--- src/rtl/count_load_seq_pkg.sv ---
// Shared types and constants for the count_load_seq load sequencer.
package count_load_seq_pkg;

  localparam int CNT_W  = 4;
  localparam int ITER_W = 4;

  localparam logic [CNT_W-1:0] TERM_CNT = '1;

  // The watchdog must hold the value 2^CNT_W, so it needs one extra bit.
  localparam int               WD_W     = CNT_W + 1;
  localparam logic [WD_W-1:0]  WD_LIMIT = WD_W'(2 ** CNT_W);

  typedef enum logic [1:0] {
    IDLE,
    LOAD,
    WAIT,
    DONE
  } state_e;

endpackage

--- src/rtl/count_load_seq_if.sv ---
// Controller/counter-facing signal bundle of the load sequencer.
interface count_load_seq_if;
  import count_load_seq_pkg::*;

  logic              start_i;
  logic [CNT_W-1:0]  start_val_i;
  logic [CNT_W-1:0]  step_i;
  logic [ITER_W-1:0] num_loads_i;
  logic [CNT_W-1:0]  count_i;
  logic              load_o;
  logic [CNT_W-1:0]  load_val_o;
  logic              busy_o;
  logic              done_o;
  logic              err_o;

  modport master (
    output start_i, start_val_i, step_i, num_loads_i, count_i,
    input  load_o, load_val_o, busy_o, done_o, err_o
  );

  modport slave (
    input  start_i, start_val_i, step_i, num_loads_i, count_i,
    output load_o, load_val_o, busy_o, done_o, err_o
  );

endinterface

--- src/rtl/count_load_seq_timeout.sv ---
// Watchdog for WAIT: counts enabled cycles from a cleared start and flags the
// 2^CNT_W+1-th cycle. Only instantiated when TIMEOUT_EN is defined.
module seq_timeout
  import count_load_seq_pkg::*;
(
  input  logic clk,
  input  logic reset,
  input  logic clr,
  input  logic en,
  output logic expired
);

  logic [WD_W-1:0] cnt_q;
  logic [WD_W-1:0] cnt_d;

  always_comb begin
    cnt_d = cnt_q;
    if (clr) begin
      cnt_d = '0;
    end else if (en && (cnt_q != WD_LIMIT)) begin
      cnt_d = cnt_q + 1'b1;
    end
  end

  always_ff @(posedge clk or negedge reset) begin
    if (!reset) begin
      cnt_q <= '0;
    end else begin
      cnt_q <= cnt_d;
    end
  end

  assign expired = en && (cnt_q == WD_LIMIT);

endmodule

--- src/rtl/count_load_seq.sv ---
// Load sequencer: issues num_loads load strobes (start, start+step, ...) to a
// loadable up-counter, each after terminal count. Optional watchdog: TIMEOUT_EN.
module count_load_seq
  import count_load_seq_pkg::*;
(
  input  logic             clk,
  input  logic             reset,
  count_load_seq_if.slave  bus
);

  state_e            state_q, state_d;
  logic [CNT_W-1:0]  cur_val_q, cur_val_d;
  logic [CNT_W-1:0]  step_q, step_d;
  logic [ITER_W-1:0] rem_q, rem_d;
  logic              load_q, busy_q, done_q, err_q;
  logic              timeout;
  logic              timed_out;

`ifdef TIMEOUT_EN
  // Held clear outside WAIT, so the first WAIT cycle always starts from zero.
  seq_timeout u_timeout (
    .clk     (clk),
    .reset   (reset),
    .clr     (state_q != WAIT),
    .en      (state_q == WAIT),
    .expired (timeout)
  );
`else
  assign timeout = 1'b0;
`endif

  always_comb begin
    state_d   = state_q;
    cur_val_d = cur_val_q;
    step_d    = step_q;
    rem_d     = rem_q;
    timed_out = 1'b0;
    case (state_q)
      IDLE: begin
        if (bus.start_i) begin
          if (bus.num_loads_i != '0) begin
            cur_val_d = bus.start_val_i;
            step_d    = bus.step_i;
            rem_d     = bus.num_loads_i;
            state_d   = LOAD;
          end else begin
            state_d = DONE;
          end
        end
      end
      LOAD: state_d = WAIT;
      WAIT: begin
        // Terminal count wins over a watchdog expiring in the same cycle.
        if (bus.count_i == TERM_CNT) begin
          if (rem_q == ITER_W'(1)) begin
            state_d = DONE;
          end else begin
            rem_d     = rem_q - 1'b1;
            cur_val_d = cur_val_q + step_q;
            state_d   = LOAD;
          end
        end else if (timeout) begin
          timed_out = 1'b1;
          state_d   = DONE;
        end
      end
      DONE:    state_d = IDLE;
      default: state_d = IDLE;
    endcase
  end

  // Outputs are registered from the next state so they line up with state_q.
  always_ff @(posedge clk or negedge reset) begin
    if (!reset) begin
      state_q   <= IDLE;
      cur_val_q <= '0;
      step_q    <= '0;
      rem_q     <= '0;
      load_q    <= 1'b0;
      busy_q    <= 1'b0;
      done_q    <= 1'b0;
      err_q     <= 1'b0;
    end else begin
      state_q   <= state_d;
      cur_val_q <= cur_val_d;
      step_q    <= step_d;
      rem_q     <= rem_d;
      load_q    <= (state_d == LOAD);
      busy_q    <= (state_d == LOAD) || (state_d == WAIT);
      done_q    <= (state_d == DONE);
      err_q     <= timed_out;
    end
  end

  assign bus.load_o     = load_q;
  assign bus.load_val_o = load_q ? cur_val_q : '0;
  assign bus.busy_o     = busy_q;
  assign bus.done_o     = done_q;
  assign bus.err_o      = err_q;

endmodule

--- src/flat_wrapper.sv ---
// flat-port wrapper written by rule: the top's interface ports become plain ports
module count_load_seq_flat import count_load_seq_pkg::*;
  (clk, reset, bus_start_i, bus_start_val_i, bus_step_i, bus_num_loads_i, bus_count_i, bus_load_o, bus_load_val_o, bus_busy_o, bus_done_o, bus_err_o);
  count_load_seq_if bus_i ();
  input  logic clk;
  input  logic reset;
  input wire logic [$bits(bus_i.start_i)-1:0] bus_start_i;
  input wire logic [$bits(bus_i.start_val_i)-1:0] bus_start_val_i;
  input wire logic [$bits(bus_i.step_i)-1:0] bus_step_i;
  input wire logic [$bits(bus_i.num_loads_i)-1:0] bus_num_loads_i;
  input wire logic [$bits(bus_i.count_i)-1:0] bus_count_i;
  output wire logic [$bits(bus_i.load_o)-1:0] bus_load_o;
  output wire logic [$bits(bus_i.load_val_o)-1:0] bus_load_val_o;
  output wire logic [$bits(bus_i.busy_o)-1:0] bus_busy_o;
  output wire logic [$bits(bus_i.done_o)-1:0] bus_done_o;
  output wire logic [$bits(bus_i.err_o)-1:0] bus_err_o;
  assign bus_i.start_i = bus_start_i;
  assign bus_i.start_val_i = bus_start_val_i;
  assign bus_i.step_i = bus_step_i;
  assign bus_i.num_loads_i = bus_num_loads_i;
  assign bus_i.count_i = bus_count_i;
  assign bus_load_o = bus_i.load_o;
  assign bus_load_val_o = bus_i.load_val_o;
  assign bus_busy_o = bus_i.busy_o;
  assign bus_done_o = bus_i.done_o;
  assign bus_err_o = bus_i.err_o;
  count_load_seq u_core (.clk(clk), .reset(reset), .bus(bus_i));
endmodule
--- config.mk ---
export PLATFORM = sky130hd
export DESIGN_NAME = count_load_seq_flat
export DESIGN_NICKNAME = d
export VERILOG_FILES = /design/src/rtl/count_load_seq_pkg.sv /design/src/rtl/count_load_seq_if.sv /design/src/rtl/count_load_seq_timeout.sv /design/src/rtl/count_load_seq.sv /design/src/flat_wrapper.sv
export SDC_FILE = /design/constraint.sdc
export NUM_CORES = 1
export LEC_CHECK = 0
export ABC_AREA = 1
export CELL_PAD_IN_SITES_DETAIL_PLACEMENT = 0
export CELL_PAD_IN_SITES_GLOBAL_PLACEMENT = 1
export CORE_MARGIN = 2
export CORE_UTILIZATION = 31
export DETAILED_ROUTE_END_ITERATION = 12
export PLACE_DENSITY = 0.84
export SYNTH_ARGS = -nofsm -noshare
export SYNTH_HDL_FRONTEND = slang
export SYNTH_SLANG_ARGS = --single-unit
--- constraint.sdc ---
create_clock -name clk -period 1.35 [get_ports clk]
set_clock_uncertainty 0.1 [all_clocks]
set_input_delay 0.405 -clock clk [delete_from_list [all_inputs] [get_ports clk]]
set_output_delay 0.405 -clock clk [all_outputs]
set_load 0.02 [all_outputs]
---- Yosys cells after proc, flatten, opt, wreduce, memory -nomap -nowiden ----
Cells that the tools add are included.
storage, ports and cells
  register bits after elaboration ......... 17
  bits of input ports ..................... 19
  output and inout bits ................... 8
cells by class
  add/subtract/negate cells ............... 2
  equality and inequality tests ........... 12
  multiplexer cells ....................... 16
  reductions and logical operators ........ 6
operators with widths
  operator                                                                number
  4-bit two-way mux                                                       9
  4-bit case mux with 2 select lines                                      2
  2-bit equality test (second input constant)                             4
  2-bit two-way mux                                                       4
  2-bit case mux with 4 select lines                                      1
  5-bit AND reduction                                                     1
  4-bit adder                                                             1
  2-bit by 1-bit equality test with 1-bit output (second input constant)  2
  4-bit by 1-bit equality test with 1-bit output (second input constant)  1
  4-bit equality test (second input constant)                             1
  2-bit by 1-bit != test with 1-bit output (second input constant)        2
  2-bit != test (second input constant)                                   2
  4-bit nonzero test                                                      1
  4-bit by 1-bit subtractor with 4-bit output (second input constant)     1
  3-bit AND reduction                                                     1
  2-bit logical NOT                                                       1
  2-bit nonzero test                                                      1
  1-bit logical OR                                                        1

---- Logic depth before layout (Yosys ltp) ----
Gate-level depths: netlist of run 1.
  depth in word-level cells ............... 6
  gate-level depth with buffers ........... 9
  gate-level depth less buffers ........... 9

---- Worst setup path before layout of run 1 ----
Ideal clock, no wire load.
  path kind ............................... register to register
  start ................................... register u_core.cur_val_q[0]
  end ..................................... register u_core.cur_val_q[2]
  arrival time ............................ 1241 ps
  required time ........................... 1127 ps
  setup slack ............................. -114 ps
  cell stages (with the launch flop) ...... 8
  buffers on the path ..................... 0
  period minus slack after synthesis ...... 1464 ps
  cells stage by stage .................... dfrtp_1 > ha_1 > inv_1 > fa_1 > nor2_1 > nor2_1 > a22oi_1 > o21ai_1
between the ends
  cells in the longest elaborated chain, start to end .. 4
ends and longest elaborated chain
  item                                RTL line              text
  start: declaration                  count_load_seq.sv:12  logic [CNT_W-1:0] cur_val_q, cur_val_d;
  start signal: assignment            count_load_seq.sv:85  cur_val_q <= cur_val_d;
  4-bit adder                         count_load_seq.sv:59  cur_val_d = cur_val_q + step_q;
  4-bit two-way mux                   count_load_seq.sv:55  if (rem_q == ITER_W'(1)) begin
  4-bit two-way mux                   count_load_seq.sv:54  if (bus.count_i == TERM_CNT) begin
  4-bit case mux with 2 select lines  count_load_seq.sv:38  case (state_q)
Every way passes these cells. The select of a mux whose other input is x is not followed.
A chain may end at the register's enable or synchronous reset.

---- Worst setup path after layout of run 1 ----
  start ................................... register u_core.load_q (netlist: u_core.bus.load_o)
  end ..................................... output port bus_load_val_o[0]
between the ends
  cells in the longest elaborated chain, start to end .. 1
ends and longest elaborated chain
  item                      RTL line              text
  start: declaration        count_load_seq.sv:15  logic load_q, busy_q, done_q, err_q;
  start signal: assignment  count_load_seq.sv:88  load_q <= (state_d == LOAD);
  4-bit two-way mux         count_load_seq.sv:96  assign bus.load_val_o = load_q ? cur_val_q : '0;
  end: declaration          flat_wrapper.sv:13    output wire logic [$bits(bus_i.load_val_o)-1:0] bus_load_val_o;
Every way passes these cells.

==> reports/results.tsv, run 1 <==
metric	value	unit
antenna_found_initial	0	
post-route-period-util	1.17	
hold_class	in -> async	
arrival	1.07	ns
synth_top_cell_by_area	dfrtp_1	
synth_fp_nets	167	
synth_common_cells	nand2_1, inv_1, dfrtp_1	
async_flop_share	1.00	
hold_slack	0.343	ns
die_h	62.5	µm
synthAdderAreaFrac	0.0896	
syn_avg_cell_area	7.52	µm²
layout-drive-gt1-share	0.485	
cts.path.max_buffers	2	
ys_ff_latch	17	
fin_crit	1.58	ns
dieArea	3910	µm²
setup_slack	-0.228	ns
critPathCaptureType	primary output	
ys_types	21	
final_hold_viol_count	0	
io_pins	27	
cts_tree	done	
p_total	4170	µW
dr.pass1.iters	4	
wl_per_cell	11.9	µm
routed_via_density	4.45	
grt_pass1_vias	1100	
finalMaxSlewViolations	0	
synth_top_family_by_area	simple AND/OR/NAND/NOR gates	
path_class	reg -> out	
ys_warn_count	0	
synth.top_cell.area_share	0.401	
die_x	62.5	µm
violations	negative setup slack	
power_density	2270	nW/µm²
cts-htree-levels	1	
place_hpwl	1920	µm
grt_start_max_net_pins	18	
syn_inst	141	
port_buffers	25	
synth.area.top_cells	dfrtp_1, nand2_1, ha_1	
cp.required	0.85	ns
drt_wl_total	2870	µm
critPathMaxFanout	4	
vias	1078	
clock.fmax	0.634	GHz
cap_viol_max_count	0	
area_growth	73.2	%
rsz0062_at_grt	yes	
grt-ovfl-total	0	
synth.yosys.seq_area_share	0.401	
muxShareOfSynthArea	0	
setup_viol	10	
post_synth_xor_area_fraction	0	
gp_congestion	0.813	
clock_latency	0.29	ns
root_buffer	clkbuf_4	
fin_nets	223	
reg2reg_setup_slack	-0.16	ns
leakage	0.000922	µW
clkTransAtPathRegs	0.10	ns
startpoint_type	flop	
grt_usage	0.161	
core_area	3310	µm²
synthSimpleGateAreaFrac	0.318	
synth_compound_area_frac	0.0873	
synthFlopType	dfrtp_1	
yosysMostFrequentCell	nand2_1	
antenna_cells	0	
synth_edf_count	0	
drc_errors	0	
vdd.ir_drop.worst	746	µV
status	complete, but fails checks	
initial_core_util	0.320	
first_iter_violations	15	
ctsHoldBuffers	0	
cts.sinks	17	
row_count	21	
ant_nets	0	
numCtsBuffers	3	
grt_first_pass_wirelength	5010	µm
netlist_area	1060	µm²
-- final timing paths --
| path | end | startpoint | cells after the start |
|---|---|---|---|
| worst max-delay path | bus_load_val_o[0] | u_core.bus.load_o$_DFF_PN0_ | 4 |
| worst min-delay path | u_core.cur_val_q[1]$_DFFE_PN0P_ | reset | 2 |
| worst max register to register | u_core.cur_val_q[2]$_DFFE_PN0P_ | u_core.cur_val_q[0]$_DFFE_PN0P_ | 7 |
| worst min register to register | u_core.step_q[0]$_DFFE_PN0P_ | u_core.step_q[0]$_DFFE_PN0P_ | 2 |
| max in group asynchronous | u_core.state_q[1]$_DFF_PN0_ | reset | 2 |
| min in group clk | u_core.step_q[0]$_DFFE_PN0P_ | u_core.step_q[0]$_DFFE_PN0P_ | 2 |
-- power breakdown --
part           internal (µW)  switching (µW)
registers                757             219
clock network            115             161
logic                   1430            1490
-- metal layers --
layer / vias to the layer above / share of wire / GRT usage / routed length, µm
met2: 25 / 0.53 / 0.284 / 1510
met5: - / 0 / 0 / 0
met3: 4 / 0.038 / 0.0234 / 109
li1: 545 / - / - / -
met4: 0 / 0.013 / 0.0583 / 36
met1: 504 / 0.42 / 0.200 / 1210
-- area by class of cell --
type                       instances  area [µm²]
clock buffer                       4        26.3
fill                             333        1470
inverter                          22        92.6
multi-input combinational        101         722
sequential                        17         429
tap                               46        57.6
timing repair buffer              51         502
timing repair inverter             1        8.76
-- placed cells by master (no fill, tap or decap), types with 6 or more instances in the layout --
cell type / Yosys / routed
nor2_1: 14 / 8
inv_2: 3 / 8
clkdlybuf4s50_1: 0 / 9
nand2_1: 45 / 34
inv_1: 18 / 12
buf_6: 1 / 15
dlygate4sd2_1: 0 / 8
dfrtp_1: 17 / 14
nand2_4: 1 / 6
buf_4: 1 / 16
o21ai_2: 4 / 6
nand2_2: 6 / 12
-- worst max-delay path, stage by stage (launching register included) --
cell	delay [ns]
dfrtp_2	0.45
buf_6	0.13
nand2_2	0.05
inv_2	0.03
buf_6	0.12
-- timing repair --
item,in CTS,in global routing
pin swaps,28,30
setup endpoints to repair,20,20
buffers inserted,6,3
gates resized for setup,65,36
cloned,2,0
-- flip-flops by register name (all words and copies together) (netlist names) --
signal and cells:
u_core.bus.busy_o 1, u_core.cur_val_q 4, u_core.rem_q 4, u_core.bus.load_o 1, u_core.step_q 4, u_core.state_q 2, u_core.bus.done_o 1
-- cell families after synthesis --
group / Yosys count
compound gates: 15
buf+inv: 24
flops: 17
other cells: 1
simple gates: 77
fa+ha+maj: 7
-- metrics by stage --
| step | TNS [ns] | setup WS [ns] | cell area [µm²] | instances | util |
|---|---|---|---|---|---|
| 3_5_place_dp | -7.63 | -0.549 | 1550 | 227 | 0.467 |
| 3_3_place_gp | -7.07 | -0.506 | 1550 | 227 | 0.467 |
| 2_1_floorplan | -0.157 | -0.0868 | 1110 | 141 | - |
| 5_1_grt | -2.11 | -0.287 | 1840 | 242 | 0.555 |
| 6_report | -1.34 | -0.228 | 1840 | 242 | 0.555 |
| 4_1_cts | -1.54 | -0.242 | 1700 | 239 | 0.512 |
No activity file was read; power rests on OpenSTA's default activity.
==> run 2, diff against run 1 <==
--- a/config.mk
+++ b/config.mk
@@ -11,7 +11,8 @@
 export CORE_MARGIN = 2
 export CORE_UTILIZATION = 31
 export DETAILED_ROUTE_END_ITERATION = 12
-export PLACE_DENSITY = 0.84
+export PLACE_DENSITY = 0.83
 export SYNTH_ARGS = -nofsm -noshare
 export SYNTH_HDL_FRONTEND = slang
+export SYNTH_HIERARCHICAL = 1
 export SYNTH_SLANG_ARGS = --single-unit
==> run 2 against run 1 <==
Effect of this change:
- the flow still finishes with violations (negative setup slack)
- die area up 0.21%
- via count decreased by 4.9%
- synthesized area rose by 0.24%
- sequential share of layout area is 1.8 points higher
- synthesized cell count down 2.8%
- utilization fell by 4.3 points
- clock power increased by 3%
- critical path type unchanged
==> reports/results.tsv, run 2 <==
metric	value	unit	change
status	complete, but fails checks		
violations	negative setup slack		
gp_congestion	0.840		+3.4%
dieArea	3920	µm²	+0.21%
final_hold_viol_count	0		unchanged
ys_warn_count	6		+6
leakage	0.000842	µW	-8.6%
die_x	62.6	µm	+0.10%
setup_slack	-0.161	ns	+0.0669 ns
final_util	0.512		-0.0431
rsz0062_at_grt	yes		
cts.sinks	17		unchanged
ys_ff_latch	17		unchanged
top_regs	u_core/cur_val_q (4), u_core/rem_q (4), u_core/step_q (4)		
antenna_found_initial	0		unchanged
synth.yosys.seq_area_share	0.400		-0.000943
setup_viol	14		+4
synthFlopType	dfrtp_1		
wl_per_cell	12.2	µm	+2.6%
root_buffer	clkbuf_4		
finalMaxSlewViolations	0		unchanged
multi_input_area	678	µm²	-6.1%
antenna_cells	0		unchanged
path_class	reg -> out		
netlist_area	1060	µm²	+0.24%
clock_latency	0.29	ns	about the same
place_hpwl	1870	µm	-2.8%
layout_commonest_cell	nand2_1		
startpoint_type	flop		
port_buffers	25		unchanged
yosysMostFrequentCell	nand2_1		
reg2reg_to	u_core/cur_val_q[1]$_DFFE_PN0P_		
power_density	2250	nW/µm²	-0.84%
vias	1025		-4.9%
grt-ovfl-total	0		unchanged
grt_pass1_vias	1086		-1.3%
initial_core_util	0.321		+0.000756
synth_edf_count	0		unchanged
most-common-layout-cells	nand2_1, inv_1, dfrtp_1		
syn_inst	137		-2.8%
fin_crit	1.51	ns	-0.0669 ns
ys_types	24		+14%
clkTransAtPathRegs	0.11	ns	about the same
synth.top_cell.area_share	0.400		-0.000943
fin_nets	210		-5.8%
die_h	62.6	µm	+0.10%
hold_class	in -> async		
routed_via_density	4.50		+0.92%
numCtsBuffers	3		unchanged
nFillCells	328		-1.5%
cap_viol_max_count	0		unchanged
reg2reg_setup_slack	-0.15	ns	about the same
area_growth	59.4	%	
regArea	427	µm²	-0.58%
synth_top_cell_by_area	dfrtp_1		
cp.required	0.85	ns	about the same
grt_usage	0.148		-0.0132
layout-drive-gt1-share	0.385		-0.100
row_count	21		unchanged
cts-htree-levels	1		unchanged
critPathCaptureType	primary output		
grt_first_pass_wirelength	4650	µm	-7.2%
grt_start_max_net_pins	18		unchanged
r2r-start	u_core/step_q[0]$_DFFE_PN0P_		
critPathMaxFanout	5		+1
synth_common_cells	nand2_1, inv_1, dfrtp_1		
clock.fmax	0.662	GHz	+4.4%
syn_avg_cell_area	7.76	µm²	+3.2%
async_flop_share	1.00		unchanged
cts_tree	done		
reg2reg_depth	6		-1
tns	-1.26	ns	+0.0817 ns
io_pins	27		unchanged
drc_errors	0		unchanged
core_area	3310	µm²	unchanged
drt_wl_total	2780	µm	-3.3%
post-route-period-util	1.12		-0.0496
cts.path.max_buffers	2		unchanged
ant_nets	0		unchanged
first_iter_violations	49		+34
vdd.ir_drop.worst	977	µV	+31%
synth_fp_nets	164		-1.8%
arrival	1.01	ns	-0.06 ns
synth.area.top_cells	dfrtp_1, nand2_1, ha_1		
dr.pass1.iters	4		unchanged
[run 2: how the worst max path moves through the flow]
stage          cells past startpoint                       startpoint                               to
2_1_floorplan                      8  u_core/cur_val_q[0]$_DFFE_PN0P_  u_core/cur_val_q[2]$_DFFE_PN0P_
4_1_cts                            3      u_core/bus.load_o$_DFF_PN0_                bus_load_val_o[0]
3_5_place_dp                       7                   bus_count_i[3]      u_core/bus.done_o$_DFF_PN0_
6_report                           3      u_core/bus.load_o$_DFF_PN0_                bus_load_val_o[0]
3_3_place_gp                       7                   bus_count_i[3]      u_core/bus.done_o$_DFF_PN0_
5_1_grt                            8     u_core/step_q[0]$_DFFE_PN0P_  u_core/cur_val_q[2]$_DFFE_PN0P_
[run 2: worst max-delay path, cell delays in order (launching register included)]
cell     delay (ns)
dfrtp_2        0.46
nand2_1        0.08
inv_1          0.05
buf_6          0.12
[run 2: repair_timing]
action                     in CTS  in global routing
setup endpoints to repair      21                 18
hold endpoints to repair        0                  0
setup buffers                   1                  1
resized for setup              69                 27
hold buffers                    0                  0
pin swaps                      17                 15
[run 2: cell type report]
cell class / instances / area share
Clock buffer: 4 / 0.0155
Inverter: 24 / 0.0546
Multi-Input combinational cell: 93 / 0.400
Sequential cell: 17 / 0.252
Tap cell: 46 / 0.0339
Timing Repair Buffer: 44 / 0.244
[run 2: kinds of logic after synthesis]
| family | Yosys count | synth area share |
|---|---|---|
| buf+inv | 27 | 0.109 |
| simple gates | 61 | 0.251 |
| fa+ha+maj | 8 | 0.101 |
| flops | 17 | 0.400 |
| compound gates | 22 | 0.127 |
| xor+xnor | 1 | 0.00824 |
| other cells | 1 | 0.00353 |
[run 2: stage by stage]
stage	total power, µW	setup WS [ns]	hold slack [ns]	instances	area [µm²]
detailed placement	2930	-0.568	0.369	222	1490
CTS	3400	-0.175	0.331	227	1590
global route	4190	-0.221	0.319	228	1700
finish	3810	-0.161	0.335	228	1700
global placement	2880	-0.528	0.366	222	1490
floorplan	2210	-0.0638	0.00941	137	1080
[run 2: where the power goes]
group / internal, µW / leakage [µW] / total (µW) / switching [µW]
Combinational: 1200 / 0.000621 / 2580 / 1380
Sequential: 763 / 0.000207 / 955 / 193
Clock: 115 / 0.0000150 / 284 / 169
Total: 2080 / 0.000842 / 3810 / 1740
[run 2: metal layers]
layer,up-vias,GRT usage,part of all wire
met5,-,0,0
li1,514,-,-
met2,19,0.270,0.53
met4,0,0.0583,0.014
met3,4,0.0216,0.035
met1,488,0.173,0.42
==> run 3, diff against run 2 <==
--- a/config.mk
+++ b/config.mk
@@ -10,6 +10,7 @@
 export CELL_PAD_IN_SITES_GLOBAL_PLACEMENT = 1
 export CORE_MARGIN = 2
 export CORE_UTILIZATION = 31
+export CTS_CLUSTER_SIZE = 40
 export DETAILED_ROUTE_END_ITERATION = 12
 export PLACE_DENSITY = 0.83
 export SYNTH_ARGS = -nofsm -noshare
==> results of run 3 <==
The final DEF is identical to that of run 2; final timing and power are the same.
